==> src/rtl/six_bits_four_inputs_sub.sv <==
// Sequential a-b-c-d subtractor: one borrow-lookahead subtraction per cycle, valid/ready handshakes.
// Define SIX_BITS_SUB_SAT_EN to clamp negative results to zero and raise udf.
module six_bits_four_inputs_sub (
    input  logic       clk,
    input  logic       rst_n,
    input  logic       in_valid,
    output logic       in_ready,
    input  logic [5:0] a,
    input  logic [5:0] b,
    input  logic [5:0] c,
    input  logic [5:0] d,
    output logic       out_valid,
    input  logic       out_ready,
    output logic [8:0] diff,
    output logic       udf
);

    typedef enum logic [2:0] {
        IDLE  = 3'd0,
        SUB_B = 3'd1,
        SUB_C = 3'd2,
        SUB_D = 3'd3,
        DONE  = 3'd4
    } state_t;

    // Returns x - y using generate = ~x&y, propagate = ~(x^y) and borrow-in 0.
    function automatic logic [8:0] bla_sub(input logic [8:0] x, input logic [8:0] y);
        logic [8:0] g;
        logic [8:0] p;
        logic [9:0] bw;
        g     = ~x & y;
        p     = ~(x ^ y);
        bw    = 10'd0;
        for (int i = 0; i < 9; i++) begin
            bw[i+1] = g[i] | (p[i] & bw[i]);
        end
        return x ^ y ^ bw[8:0];
    endfunction

    state_t     state_r;
    state_t     state_next_s;
    logic [8:0] acc_r;
    logic [5:0] b_r;
    logic [5:0] c_r;
    logic [5:0] d_r;
    logic       in_ready_r;
    logic       out_valid_r;
    logic [8:0] diff_r;
    logic       udf_r;
    logic [8:0] sub_operand_s;
    logic [8:0] sub_result_s;
    logic [8:0] diff_next_s;
    logic       udf_next_s;

    // Selects the subtrahend for the current step and computes acc minus it.
    always_comb begin
        sub_operand_s = 9'h000;
        case (state_r)
            SUB_B:   sub_operand_s = {3'b000, b_r};
            SUB_C:   sub_operand_s = {3'b000, c_r};
            SUB_D:   sub_operand_s = {3'b000, d_r};
            default: sub_operand_s = 9'h000;
        endcase
        sub_result_s = bla_sub(acc_r, sub_operand_s);
    end

    // Maps the final subtraction result onto the diff/udf outputs.
    always_comb begin
        diff_next_s = 9'h000;
        udf_next_s  = 1'b0;
`ifdef SIX_BITS_SUB_SAT_EN
        if (sub_result_s[8]) begin
            diff_next_s = 9'h000;
            udf_next_s  = 1'b1;
        end else begin
            diff_next_s = sub_result_s;
            udf_next_s  = 1'b0;
        end
`else
        diff_next_s = sub_result_s;
        udf_next_s  = 1'b0;
`endif
    end

    // Next-state logic; retiring a result always passes through IDLE before the next accept.
    always_comb begin
        state_next_s = state_r;
        case (state_r)
            IDLE: begin
                if (in_valid) state_next_s = SUB_B;
                else          state_next_s = IDLE;
            end
            SUB_B:   state_next_s = SUB_C;
            SUB_C:   state_next_s = SUB_D;
            SUB_D:   state_next_s = DONE;
            DONE: begin
                if (out_ready) state_next_s = IDLE;
                else           state_next_s = DONE;
            end
            default: state_next_s = IDLE;
        endcase
    end

    // State register with registered handshake flags decoded from the next state.
    always_ff @(posedge clk or negedge rst_n) begin
        if (!rst_n) begin
            state_r     <= IDLE;
            in_ready_r  <= 1'b1;
            out_valid_r <= 1'b0;
        end else begin
            state_r     <= state_next_s;
            in_ready_r  <= (state_next_s == IDLE);
            out_valid_r <= (state_next_s == DONE);
        end
    end

    // Operand capture, accumulator stepping and result load on the last subtraction.
    always_ff @(posedge clk or negedge rst_n) begin
        if (!rst_n) begin
            acc_r  <= 9'h000;
            b_r    <= 6'd0;
            c_r    <= 6'd0;
            d_r    <= 6'd0;
            diff_r <= 9'h000;
            udf_r  <= 1'b0;
        end else begin
            if (state_r == IDLE && in_valid) begin
                acc_r <= {3'b000, a};
                b_r   <= b;
                c_r   <= c;
                d_r   <= d;
            end else if (state_r == SUB_B || state_r == SUB_C || state_r == SUB_D) begin
                acc_r <= sub_result_s;
            end else begin
                acc_r <= acc_r;
            end
            if (state_r == SUB_D) begin
                diff_r <= diff_next_s;
                udf_r  <= udf_next_s;
            end else begin
                diff_r <= diff_r;
                udf_r  <= udf_r;
            end
        end
    end

    assign in_ready  = in_ready_r;
    assign out_valid = out_valid_r;
    assign diff      = diff_r;
    assign udf       = udf_r;

endmodule

==> config.mk <==
export PLATFORM = sky130hd
export DESIGN_NAME = six_bits_four_inputs_sub
export DESIGN_NICKNAME = d
export VERILOG_FILES = /design/src/rtl/six_bits_four_inputs_sub.sv
export SDC_FILE = /design/constraint.sdc
export NUM_CORES = 1
export LEC_CHECK = 0
export CORE_ASPECT_RATIO = 1.5
export CORE_MARGIN = 2
export CORE_UTILIZATION = 52
export DETAILED_ROUTE_END_ITERATION = 12
export GPL_TIMING_DRIVEN = 0
export PLACE_DENSITY = 0.81
export SKIP_LAST_GASP = 1
export SYNTH_ARGS = -nofsm -noshare
export SYNTH_HDL_FRONTEND = slang
export SYNTH_SLANG_ARGS = --single-unit
==> constraint.sdc <==
create_clock -name clk -period 8.1 [get_ports clk]
set_clock_uncertainty 0.15 [all_clocks]
set_input_delay 1.215 -clock clk [delete_from_list [all_inputs] [get_ports clk]]
set_output_delay 1.215 -clock clk [all_outputs]
set_load 0.05 [all_outputs]
======== After elaboration in Yosys (flattened, before gate mapping) ========
Index checks and enable logic that the tools add are counted.
storage, ports and cells
  flip-flop bits (word level) ............. 41
  bits in latches ......................... 0
  memory bits (writable) .................. 0
  memory bits (read-only) ................. 0
  input port bits ......................... 28
  output and inout bits ................... 12
  logic and storage cells ................. 44
  memories ................................ 0
operators by class
  add/subtract/negate cells ............... 0
  multiply operators ...................... 0
  div/mod/pow operators ................... 0
  order comparisons ....................... 0
  equal/unequal tests ..................... 5
  shift operators ......................... 0
  mux-type cells .......................... 6
  bitwise operators ....................... 19
  reduce and logical (&&, ||, !) cells .... 6
operator list
  cell                  count
  $mux W9               2
  $pmux W6 S3           1
  $not A8 Y8            2
  $pmux W3 S5           1
  $xor A9 B6 Y9         1
  $xor A9 B9 Y9         1
  $and A8 B8 Y8         1
  $and A1 B1 Y1         7
  $or A1 B1 Y1          7
  $eq A3 B2 Y1 const B  2
  $eq A3 B3 Y1 const B  2
  $logic_not A3 Y1      2
  $eq A3 B1 Y1 const B  1
  $mux W3               1
  $logic_or A1 B1 Y1    2
  $reduce_bool A2 Y1    1
  $logic_and A1 B1 Y1   1
  $mux W1               1

======== Logic depth before layout (Yosys ltp) ========
Gate-level depths: netlist of run 1.
  word-level depth ........................ 21
  gate-level depth with buffers ........... 15
  gate-level depth less buffers ........... 14

======== Worst setup path before layout of run 1 ========
OpenSTA, ideal clock, no wires.
  path kind ............................... register to register
  start point ............................. register state_r[0]
  end point ............................... register diff_r[8], in the netlist diff[8]
  library setup time ...................... 0.136 ns
  arrival ................................. 3.744 ns
  required time ........................... 7.814 ns
  setup slack ............................. 4.069 ns
  cell stages (with the launch flop) ...... 15
  buffers on the path ..................... 1
  period minus slack after synthesis ...... 4.031 ns
  path through ............................ dfrtp_1 buf_2 mux2_2 a22oi_1 nor2_1 ha_1 fa_1 fa_1 fa_1 fa_1 fa_1 ha_1 ha_1 xnor2_1 o21ai_0
between the ends
  longest elaborated chain between the ends .. 19
  elaborated cells between the ends (all ways) .. 22
  classes of those cells .................. eq/ne: 3; mux: 1; bitwise: 18
ends and longest elaborated chain
  element                                     RTL line  RTL
  from (decl)                                 40        state_t state_r;
  from (signal assigned)                      111       state_r <= state_next_s;
  $eq A3 B2 Y1, or another cell as far along  58, 137
  $pmux W6 S3                                 58        case (state_r)
  $xor A9 B6 Y9                               --
  $not A8 Y8                                  32        p = ~(x ^ y);
  $and A1 B1 Y1                               35        bw[i+1] = g[i] | (p[i] & bw[i]);
  $or A1 B1 Y1                                35
  $and A1 B1 Y1                               35
  $or A1 B1 Y1                                35
  [3 not listed]                              --
  $or A1 B1 Y1                                35
  $and A1 B1 Y1                               35
  $or A1 B1 Y1                                35
  $and A1 B1 Y1                               35
  $or A1 B1 Y1                                35
  $and A1 B1 Y1                               35
  $or A1 B1 Y1                                35
  $xor A9 B9 Y9                               37        return x ^ y ^ bw[8:0];
  to (signal assigned)                        138       diff_r <= diff_next_s;
  to (signal assigned)                        141       diff_r <= diff_r;
  to (decl)                                   48        logic [8:0] diff_r;
Several ways; a longest one is shown, not always the timed one.
A chain may end at the register's enable or synchronous reset.

======== Worst setup path in the final report of run 1 ========
Same ends and word-level chain as after synthesis.

==> reports/metrics.cfg, run 1 <==
[placed_design]
place.gp.congestion=0.886
dp_hpwl_mm=3.04
pre_cts_slack_ns=3.65
place_inst=237
io_buffer_count=38

[synth]
yosys_warnings=0
avgSynthCellArea_um2=12.6
ys.flop_type=dfrtp_1
synth_enable_flop_cells=0
synth_most_common_cell=dfrtp_1
syn_nets=192
synth_top_area_cell=dfrtp_1
ys_types=31
ys_seq_area_share_pct=52.1
synthTopCellsByArea=dfrtp_1, mux2_2, mux2_4, fa_1, o2bb2ai_1
synth_top_area_share_pct=50.8
async_reset_ff_share_pct=100
ys_ff_latch=41
syn_inst=156
synth_area_um2=1970
yosys-top-cells-count=dfrtp_1, mux2_2, nand2_1

[power_and_ir_drop]
seq_power_share_pct=29.4
p_sw_share_pct=39.6
ir_drop_mv=0.245
power_frac_clock_pct=13.6
p_per_area_nw_per_um2=496
p_int_w=0.000754
leakage_nw=1.11
p_switching_w=0.000494
pwr-share-comb_pct=57.0

[clock_tree]
cts_root_buf=clkbuf_8
cts_resized=0
postCtsSetupRepairBufs=0
cts_tree=yes
htree_levels=2
cts_made_buffers=5
path_clk_slew_ns=0.08
clock_latency_ns=0.29
cts_buffer_depth=2
cts_hold_buf=0
clock_sinks=41

[sta]
fin_crit_ns=4.45
fin_setup_tns_ns=0
max_freq_mhz=225
min_period_over_period_pct=54.9
rsz0062_at_grt=no
worst_hold_slack_ns=0.330
drv_slew=0
worst_pin_slew_ns=0.885
final_hold_viol_count=0
worst_slack_ns=3.65
maxSlewHeadroom_pct=41.0
setup_viol=0

[detailed_routing]
routed_wirelength_mm=3.98
vias_per_cell=5.54
dr_total_vias=1358
wl_per_cell_um=16.2
firstDrtPassIters=5
ant_nets=0
drc=0
drt_iter0_drc=37

[global_route]
grt-ovfl-total=0
grt_pass1_vias=1458
grt_util_all_layers_pct=21.9
grt_pass1_wl_mm=6.72
antenna_found_initial=0
grt_max_degree=42

[floorplanning]
die_w_um=54.3
die_height_um=79.4
io_pins=40
initial_core_util_pct=54.0
fp-row-count=27
core-area_um2=3650
die_area_um2=4310

[cells_and_area]
fin_nets=237
diodes=0
layout-drive-gt1-share_pct=20.3
finish.utilization_pct=69.0
area_delta_synth_final_pct=27.7
stdcell_count=245

[setup_path]
crit_path_end_kind=register
worstSetupPathType=register to register
crit_arrival_ns=4.46
critPathRequiredTime_ns=8.12
crit_fanout=10
cp-start-kind=register

[run_status]
status=finished clean

[hold_path]
holdCritPathClass=register to register

[flow_run]
maxCapViolations=0

metal layers:
layer / GRT usage [%] / wire length (um) / up-vias
li1: - / - / 629
met1: 25.5 / 1450 / 677
met2: 35.7 / 2210 / 41
met3: 6.18 / 217 / 11
met4: 11.0 / 110 / 0
met5: 0 / 0 / -
worst paths after layout:
path / startpoint / end / slack (ns) / depth (start not counted)
worst min register to register: diff[8] / diff[8] / 0.33 / 2
max in group asynchronous: rst_n / d_r[4] / 6.36 / 1
worst max-delay path: state_r[0] / diff[8] / 3.65 / 14
worst min-delay path: diff[8] / diff[8] / 0.33 / 2
min in group asynchronous: rst_n / acc_r[8] / 0.89 / 1
worst max register to register: state_r[0] / diff[8] / 3.65 / 14
critical path, cell delays in order (launching register included):
cell and delay (ns):
dfrtp_1 0.40, buf_2 0.26, mux2_2 0.38, a22oi_1 0.14, nor2_1 0.07, ha_1 0.22, fa_1 0.39, fa_1 0.39
fa_1 0.43, fa_1 0.42, fa_1 0.43, ha_1 0.21, ha_1 0.20, xnor2_1 0.15, o21ai_0 0.08
sequential cells by signal, summed over array words and instances, names as in the netlist:
name       cells
acc_r          9
diff           9
b_r            6
c_r            6
d_r            6
state_r        3
in_ready       1
out_valid      1
power groups by stage:
| stage | combinational, W | sequential, W | clock [W] |
|---|---|---|---|
| 2_1_floorplan | 0.000445 | 0.000439 | 0 |
| 3_3_place_gp | 0.000668 | 0.000362 | 0 |
| 3_5_place_dp | 0.000713 | 0.000370 | 0 |
| 4_1_cts | 0.000717 | 0.000367 | 0.000172 |
| 5_1_grt | 0.000786 | 0.000378 | 0.000183 |
| 6_report | 0.000712 | 0.000367 | 0.000170 |
layout make-up:
| class | count | area [um^2] |
|---|---|---|
| Timing Repair Buffer | 38 | 375 |
| Inverter | 9 | 33.8 |
| Sequential cell | 41 | 1030 |
| Clock inverter | 1 | 30.0 |
| Multi-Input combinational cell | 97 | 845 |
| Tap cell | 43 | 53.8 |
| Buffer | 9 | 65.1 |
| Fill cell | 272 | 1130 |
| Clock buffer | 7 | 86.3 |
logic make-up after synthesis:
logic type               count (synthesis)  synth area share [%]
AO/OA/AOI/OAI                           33                  12.3
XOR/XNOR                                 2                 0.889
adder cells (fa/ha/maj)                  8                  6.98
buffers and inverters                   18                  5.02
flip-flops                              41                  52.1
multiplexers                            24                  15.4
other                                    1                 0.190
AND/OR/NAND/NOR                         29                  7.11
metrics by stage:
stage                     cell area (um^2)  power (W)
final                                 2520    0.00125
after global routing                  2520    0.00135
after CTS                             2520    0.00126
after detailed placement              2400    0.00108
after global placement                2400    0.00103
after floorplan                       1970   0.000885
cells in the final DEF, fill, tap and decap left out, drive strengths merged:
cell type	n
a21oi	1
a22oi	6
a2bb2oi	6
and2	1
buf	7
bufinv	1
clkbuf	10
clkdlybuf4s50	37
conb	1
dfrtp	40
dfstp	1
fa	5
ha	3
inv	9
mux2	24
nand2	11
nand3b	2
nor2	9
nor2b	1
nor3	1
nor3b	2
o21ai	10
o21bai	2
o2bb2ai	8
or2	1
or3	1
xnor2	2
No activity file was read; power rests on OpenSTA's default activity.
==> run 2: changes to the inputs <==
CORE_UTILIZATION = 51   (was 52)
PLACE_DENSITY = 0.79   (was 0.81)
clock period = 4.4 ns   (was 8.1 ns; I/O delays follow)
==> run 2 against run 1 <==
Routed wire length is 3.1% lower; total power is 81% higher; sequential power is 84% higher; sequential share of layout area is 0.62 points lower; via count is 1.7% lower; fmax is 5.2% higher; combinational power is 85% higher; count of clock-buffer cells in the layout stayed put; final cell count is 2.4% higher; flip-flop and latch count stayed put; first-iteration DRC count is 11% lower; core utilization is 0.42 points higher; critical endpoint is now acc_r[8].
==> reports/metrics.cfg, run 2 (synthesis results as in run 1) <==
[cells_and_area]
area_delta_synth_final_pct=29.7  ; was 27.7%
nFillCells=277  ; was 272
stdcell_count=251  ; was 245
mostFrequentLayoutCells=dfrtp_1, clkdlybuf4s50_1, mux2_2, nand2_1, o21ai_0  ; unchanged
layout-drive-gt1-share_pct=23.1  ; was 20.3%
fin_nets=243  ; was 237
layout_commonest_cell=dfrtp_1  ; unchanged
finish.utilization_pct=69.4  ; was 69.0%
diodes=0  ; unchanged

[setup_path]
critPathRequiredTime_ns=4.46  ; was 8.12 ns
timing.rr.start=state_r[0]  ; unchanged
r2r_cells=15  ; was 14
crit_fanout=8  ; was 10
cp-start-kind=register  ; unchanged
crit_arrival_ns=4.29  ; was 4.46 ns
critPathSlowestCell=fa_1  ; unchanged
path_cells=buf_6, mux2_2, a22oi_1, nor2_1, ha_1, fa_1, fa_1, fa_1, fa_1, fa_1, ha_1, ha_1, inv_1, o21ai_0, a21oi_1  ; was buf_2, mux2_2, a22oi_1, nor2_1, ha_1, fa_1, fa_1, fa_1, fa_1, fa_1, ha_1, ha_1, xnor2_1, o21ai_0
r2r_slack_ns=0.17  ; was 3.65 ns
crit_top_cell=fa_1  ; unchanged
cpPeakStageDelay_ns=0.41  ; was 0.43 ns
r2r_end=acc_r[8]  ; was diff[8]
worstSetupPathType=register to register  ; unchanged
crit_path_end_kind=register  ; unchanged

[sta]
min_period_over_period_pct=96.1  ; was 54.9%
setup_viol=0  ; unchanged
max_freq_mhz=236  ; was 225 MHz
drv_slew=0  ; unchanged
worst_pin_slew_ns=0.893  ; was 0.885 ns
final_hold_viol_count=0  ; unchanged
maxSlewHeadroom_pct=40.5  ; was 41.0%
fin_crit_ns=4.23  ; was 4.45 ns

[detailed_routing]
vias_per_cell=5.32  ; was 5.54
wl_per_cell_um=15.4  ; was 16.2 um
routed_wirelength_mm=3.86  ; was 3.98 mm
dr_total_vias=1335  ; was 1358
drc=0  ; unchanged
drt_iter0_drc=33  ; was 37
ant_nets=0  ; unchanged
firstDrtPassIters=4  ; was 5

[placed_design]
place.gp.congestion=0.772  ; was 0.886
io_buffer_count=38  ; unchanged
dp_hpwl_mm=2.97  ; was 3.04 mm
place_inst=237  ; unchanged

[clock_tree]
cts_root_buf=clkbuf_8  ; unchanged
cts_tree=yes  ; unchanged
cts_buffer_depth=2  ; unchanged
path_clk_slew_ns=0.08  ; about the same
htree_levels=2  ; unchanged
cts_hold_buf=0  ; unchanged
cts_made_buffers=5  ; unchanged
clock_sinks=41  ; unchanged
clock_latency_ns=0.28  ; was 0.29 ns

[global_route]
grt_util_all_layers_pct=19.7  ; was 21.9%
grt_pass1_vias=1390  ; was 1458
antenna_found_initial=0  ; unchanged
grt-ovfl-total=0  ; unchanged
grt_pass1_wl_mm=6.38  ; was 6.72 mm
grt_max_degree=42  ; unchanged

[floorplanning]
initial_core_util_pct=53.5  ; was 54.0%
die_area_um2=4390  ; was 4310 um^2
core-area_um2=3680  ; was 3650 um^2
fp-row-count=27  ; unchanged
die_w_um=54.8  ; was 54.3 um
io_pins=40  ; unchanged
die_height_um=80.1  ; was 79.4 um

[hold_path]
holdPathStages=2  ; unchanged
hold_path_end=diff[1]  ; was diff[8]
holdCritPathClass=register to register  ; unchanged
min_from=diff[1]  ; was diff[8]

[power_and_ir_drop]
p_per_area_nw_per_um2=886  ; was 496 nW/um^2
leakage_nw=1.14  ; was 1.11 nW
ir_drop_mv=0.598  ; was 0.245 mV

[run_status]
status=finished clean  ; unchanged

[flow_run]
maxCapViolations=0  ; unchanged

## run 2: final cells by class
cell class / instances / area (um^2) / share of cell area (%)
plain buffers: 9 / 73.8 / 2.89
clock inverters: 1 / 5.00 / 0.196
inverters: 9 / 33.8 / 1.32
repair buffers: 44 / 420 / 16.5
well taps: 43 / 53.8 / 2.11
clock buffers: 7 / 96.3 / 3.77
multi-input cells: 97 / 845 / 33.1
flip-flops and latches: 41 / 1030 / 40.2
## run 2: worst max path at each step
stage / from / to / slack [ns] / depth (start not counted)
6_report: state_r[0] / acc_r[8] / 0.17 / 15
5_1_grt: state_r[0] / diff[8] / -0.01 / 14
4_1_cts: state_r[0] / acc_r[8] / 0.06 / 15
3_5_place_dp: state_r[0] / acc_r[8] / 0.01 / 15
3_3_place_gp: state_r[0] / diff[8] / 0.09 / 14
2_1_floorplan: state_r[0] / diff[8] / 0.37 / 14
## run 2: stage by stage
step | setup WS [ns] | TNS [ns] | hold slack [ns] | cell area, um^2 | total power, W
2_1_floorplan | 0.369 | 0 | 0.214 | 1970 | 0.00163
3_3_place_gp | 0.0868 | 0 | 0.312 | 2400 | 0.00190
3_5_place_dp | 0.0131 | 0 | 0.321 | 2400 | 0.00197
4_1_cts | 0.0613 | 0 | 0.338 | 2500 | 0.00224
5_1_grt | -0.0133 | -0.0133 | 0.364 | 2550 | 0.00244
6_report | 0.170 | 0 | 0.333 | 2550 | 0.00226
## run 2: critical path, delay by kind of cell (launching register included)
| family | cells | cell delay [ns] |
|---|---|---|
| buf+inv | 2 | 0.22 |
| mux | 1 | 0.34 |
| compound gates | 3 | 0.39 |
| flops | 1 | 0.38 |
| fa+ha+maj | 8 | 2.61 |
| simple gates | 1 | 0.07 |
## run 2: routing by layer
layer | vias to the layer above | global-route usage, % | routed length [um]
met3 | 8 | 3.90 | 175
met4 | 0 | 4.50 | 50
li1 | 641 | - | -
met1 | 647 | 23.8 | 1520
met2 | 39 | 34.6 | 2110
met5 | - | 0 | 0
## run 2: where the power goes
part	internal, W	switching [W]	total, W
sequential	0.000574	0.000100	0.000674
clock	0.000142	0.000123	0.000265
combinational	0.000655	0.000669	0.00132
total	0.00137	0.000892	0.00226
## run 2: what timing repair did
item                       CTS  global route
setup buffers                0             6
gates resized for setup      1             2
pin swaps                    0             0
setup endpoints to repair    1             4
==> run 3: changes to the inputs <==
PLACE_DENSITY = 0.85   (was 0.79)
==> run 3 against run 2 <==
Routed wire length up 13%; non-clock buffer count is the same; largest cell class unchanged; flip-flop and latch count unchanged; register-to-register slack better by 0.03 ns; highest routed layer unchanged; critical path type unchanged.
==> reports/metrics.cfg, run 3 (synthesis results as in run 1) <==
[clock_tree]
clock_latency_ns=0.30  ; was 0.28 ns
path_clk_slew_ns=0.09  ; was 0.08 ns
clock_sinks=41  ; unchanged
cts_made_buffers=5  ; unchanged
htree_levels=2  ; unchanged
cts_root_buf=clkbuf_8  ; unchanged
cts_hold_buf=0  ; unchanged
cts_buffer_depth=2  ; unchanged
cts_tree=yes  ; unchanged

[power_and_ir_drop]
pwr-share-comb_pct=58.2  ; was 58.5%
seq_power_share_pct=28.4  ; was 29.8%
p_sw_share_pct=40.0  ; was 39.4%
ir_drop_mv=0.562  ; was 0.598 mV
power_frac_clock_pct=13.4  ; was 11.7%
p_int_w=0.00143  ; was 0.00137 W
p_switching_w=0.000954  ; was 0.000892 W
leakage_nw=1.14  ; about the same
p_per_area_nw_per_um2=926  ; was 886 nW/um^2

[setup_path]
crit_fanout=9  ; was 8
worstSetupPathType=register to register  ; unchanged
cp_num_buf_inv=2  ; unchanged
crit_path_end_kind=register  ; unchanged
cp-start-kind=register  ; unchanged
crit_arrival_ns=4.28  ; was 4.29 ns
critPathSlowestCell=fa_1  ; unchanged
critPathRequiredTime_ns=4.48  ; was 4.46 ns
cpPeakStageDelay_ns=0.42  ; was 0.41 ns
crit_family=adder cells  ; unchanged
path_cells=buf_6, mux2_2, a22oi_1, nor2_1, ha_1, fa_1, fa_1, fa_2, fa_1, fa_2, ha_1, ha_1, inv_1, o21ai_0, a21oi_1  ; was buf_6, mux2_2, a22oi_1, nor2_1, ha_1, fa_1, fa_1, fa_1, fa_1, fa_1, ha_1, ha_1, inv_1, o21ai_0, a21oi_1

[sta]
drv_slew=0  ; unchanged
fin_crit_ns=4.20  ; was 4.23 ns
max_freq_mhz=238  ; was 236 MHz
worst_pin_slew_ns=0.895  ; was 0.893 ns
setup_viol=0  ; unchanged
fin_setup_tns_ns=0  ; unchanged
min_period_over_period_pct=95.5  ; was 96.1%
maxSlewHeadroom_pct=40.3  ; was 40.5%
worst_slack_ns=0.199  ; was 0.170 ns
final_hold_viol_count=0  ; unchanged

[global_route]
grt_max_degree=42  ; unchanged
antenna_found_initial=0  ; unchanged
grt_pass1_wl_mm=6.53  ; was 6.38 mm
grt-ovfl-total=0  ; unchanged
grt_pass1_vias=1398  ; was 1390
grt_util_all_layers_pct=21.1  ; was 19.7%

[placed_design]
io_buffer_count=38  ; unchanged
place_inst=237  ; unchanged
place_area_um2=2400  ; unchanged
pre_cts_slack_ns=0.0148  ; was 0.0131 ns
place.gp.congestion=0.845  ; was 0.772
dp_hpwl_mm=2.95  ; was 2.97 mm

[floorplanning]
initial_core_util_pct=53.5  ; unchanged
core-area_um2=3680  ; unchanged
io_pins=40  ; unchanged
die_area_um2=4390  ; unchanged
die_w_um=54.8  ; unchanged
die_height_um=80.1  ; unchanged
fp-row-count=27  ; unchanged

[detailed_routing]
firstDrtPassIters=4  ; unchanged
routed_wirelength_mm=4.34  ; was 3.86 mm
drt_iter0_drc=41  ; was 33
dr_total_vias=1365  ; was 1335
wl_per_cell_um=17.3  ; was 15.4 um
drc=0  ; unchanged
vias_per_cell=5.44  ; was 5.32
ant_nets=0  ; unchanged

[hold_path]
holdCritPathClass=primary input to async pin  ; was register to register

[cells_and_area]
area_delta_synth_final_pct=30.7  ; was 29.7%
fin_nets=243  ; unchanged
stdcell_count=251  ; unchanged
layout-drive-gt1-share_pct=24.0  ; was 23.1%
fin_area_um2=2580  ; was 2550 um^2
layout_commonest_cell=dfrtp_1  ; unchanged
diodes=0  ; unchanged
mostFrequentLayoutCells=dfrtp_1, clkdlybuf4s50_1, mux2_2, nand2_1, o21ai_0  ; unchanged
nFillCells=254  ; was 277

[flow_run]
maxCapViolations=0  ; unchanged

[run_status]
status=finished clean  ; unchanged

## run 3: changes by cell type in the layout (fill, tap and decap cells not counted), sizes merged
cell      delta
buf          +1
bufinv       +1
clkbuf       -2
clkinv       -1
clkinvlp     +1
## run 3: path summary, 6_finish.rpt
| path | start | end | slack (ns) | cells after the start |
|---|---|---|---|---|
| max in group asynchronous | rst_n | state_r[1] | 3.21 | 1 |
| setup / recovery | state_r[0] | acc_r[8] | 0.20 | 15 |
| min in group clk | diff[6] | diff[6] | 0.34 | 2 |
| hold / removal | rst_n | acc_r[2] | 0.33 | 1 |
| hold reg to reg | diff[6] | diff[6] | 0.34 | 2 |
| setup reg to reg | state_r[0] | acc_r[8] | 0.20 | 15 |
## run 3: power by group through the flow
stage	clock network [W]	logic (W)	registers, W
detailed placement	0	0.00130	0.000678
global placement	0	0.00122	0.000666
CTS	0.000324	0.00131	0.000674
finish	0.000320	0.00139	0.000678
global route	0.000336	0.00153	0.000698
floorplan	0	0.000820	0.000808
## run 3: worst reg2reg max path: cells and delay by family (launching register included)
kind / cells / cell delay, ns
buffers and inverters: 2 / 0.23
AO/OA/AOI/OAI: 3 / 0.39
adder cells (fa/ha/maj): 8 / 2.55
multiplexers: 1 / 0.36
flip-flops: 1 / 0.40
AND/OR/NAND/NOR: 1 / 0.07
## run 3: metal layers
metal  share of wire (%)  wire length, um  global-route usage, %
met2                  56             2430                   34.3
met3                 3.5              154                   4.65
met4                 3.4              148                   8.75
met5                   0                0                      0
met1                  37             1610                   26.2
## run 3: metrics by stage
step / total power, W / util [%] / hold slack, ns
finish: 0.00238 / 70.0 / 0.329
global route: 0.00256 / 70.0 / 0.360
CTS: 0.00231 / 68.5 / 0.343
detailed placement: 0.00198 / 65.2 / 0.324
global placement: 0.00189 / 65.3 / 0.311
floorplan: 0.00163 / - / 0.214
## run 3: cell type report
class | count | area, um^2 | area share, %
clock inverter | 2 | 37.5 | 1.46
sequential | 41 | 1030 | 39.9
inverter | 9 | 33.8 | 1.31
tap | 43 | 53.8 | 2.09
timing repair buffer | 44 | 420 | 16.3
clock buffer | 6 | 82.6 | 3.21
multi-input combinational | 97 | 850 | 33.0
buffer | 9 | 71.3 | 2.77
## run 3: what timing repair did
| action | CTS | global route |
|---|---|---|
| resized for setup | 1 | 3 |
| setup buffers | 0 | 6 |
| pin swaps | 0 | 1 |
| setup endpoints to repair | 2 | 4 |
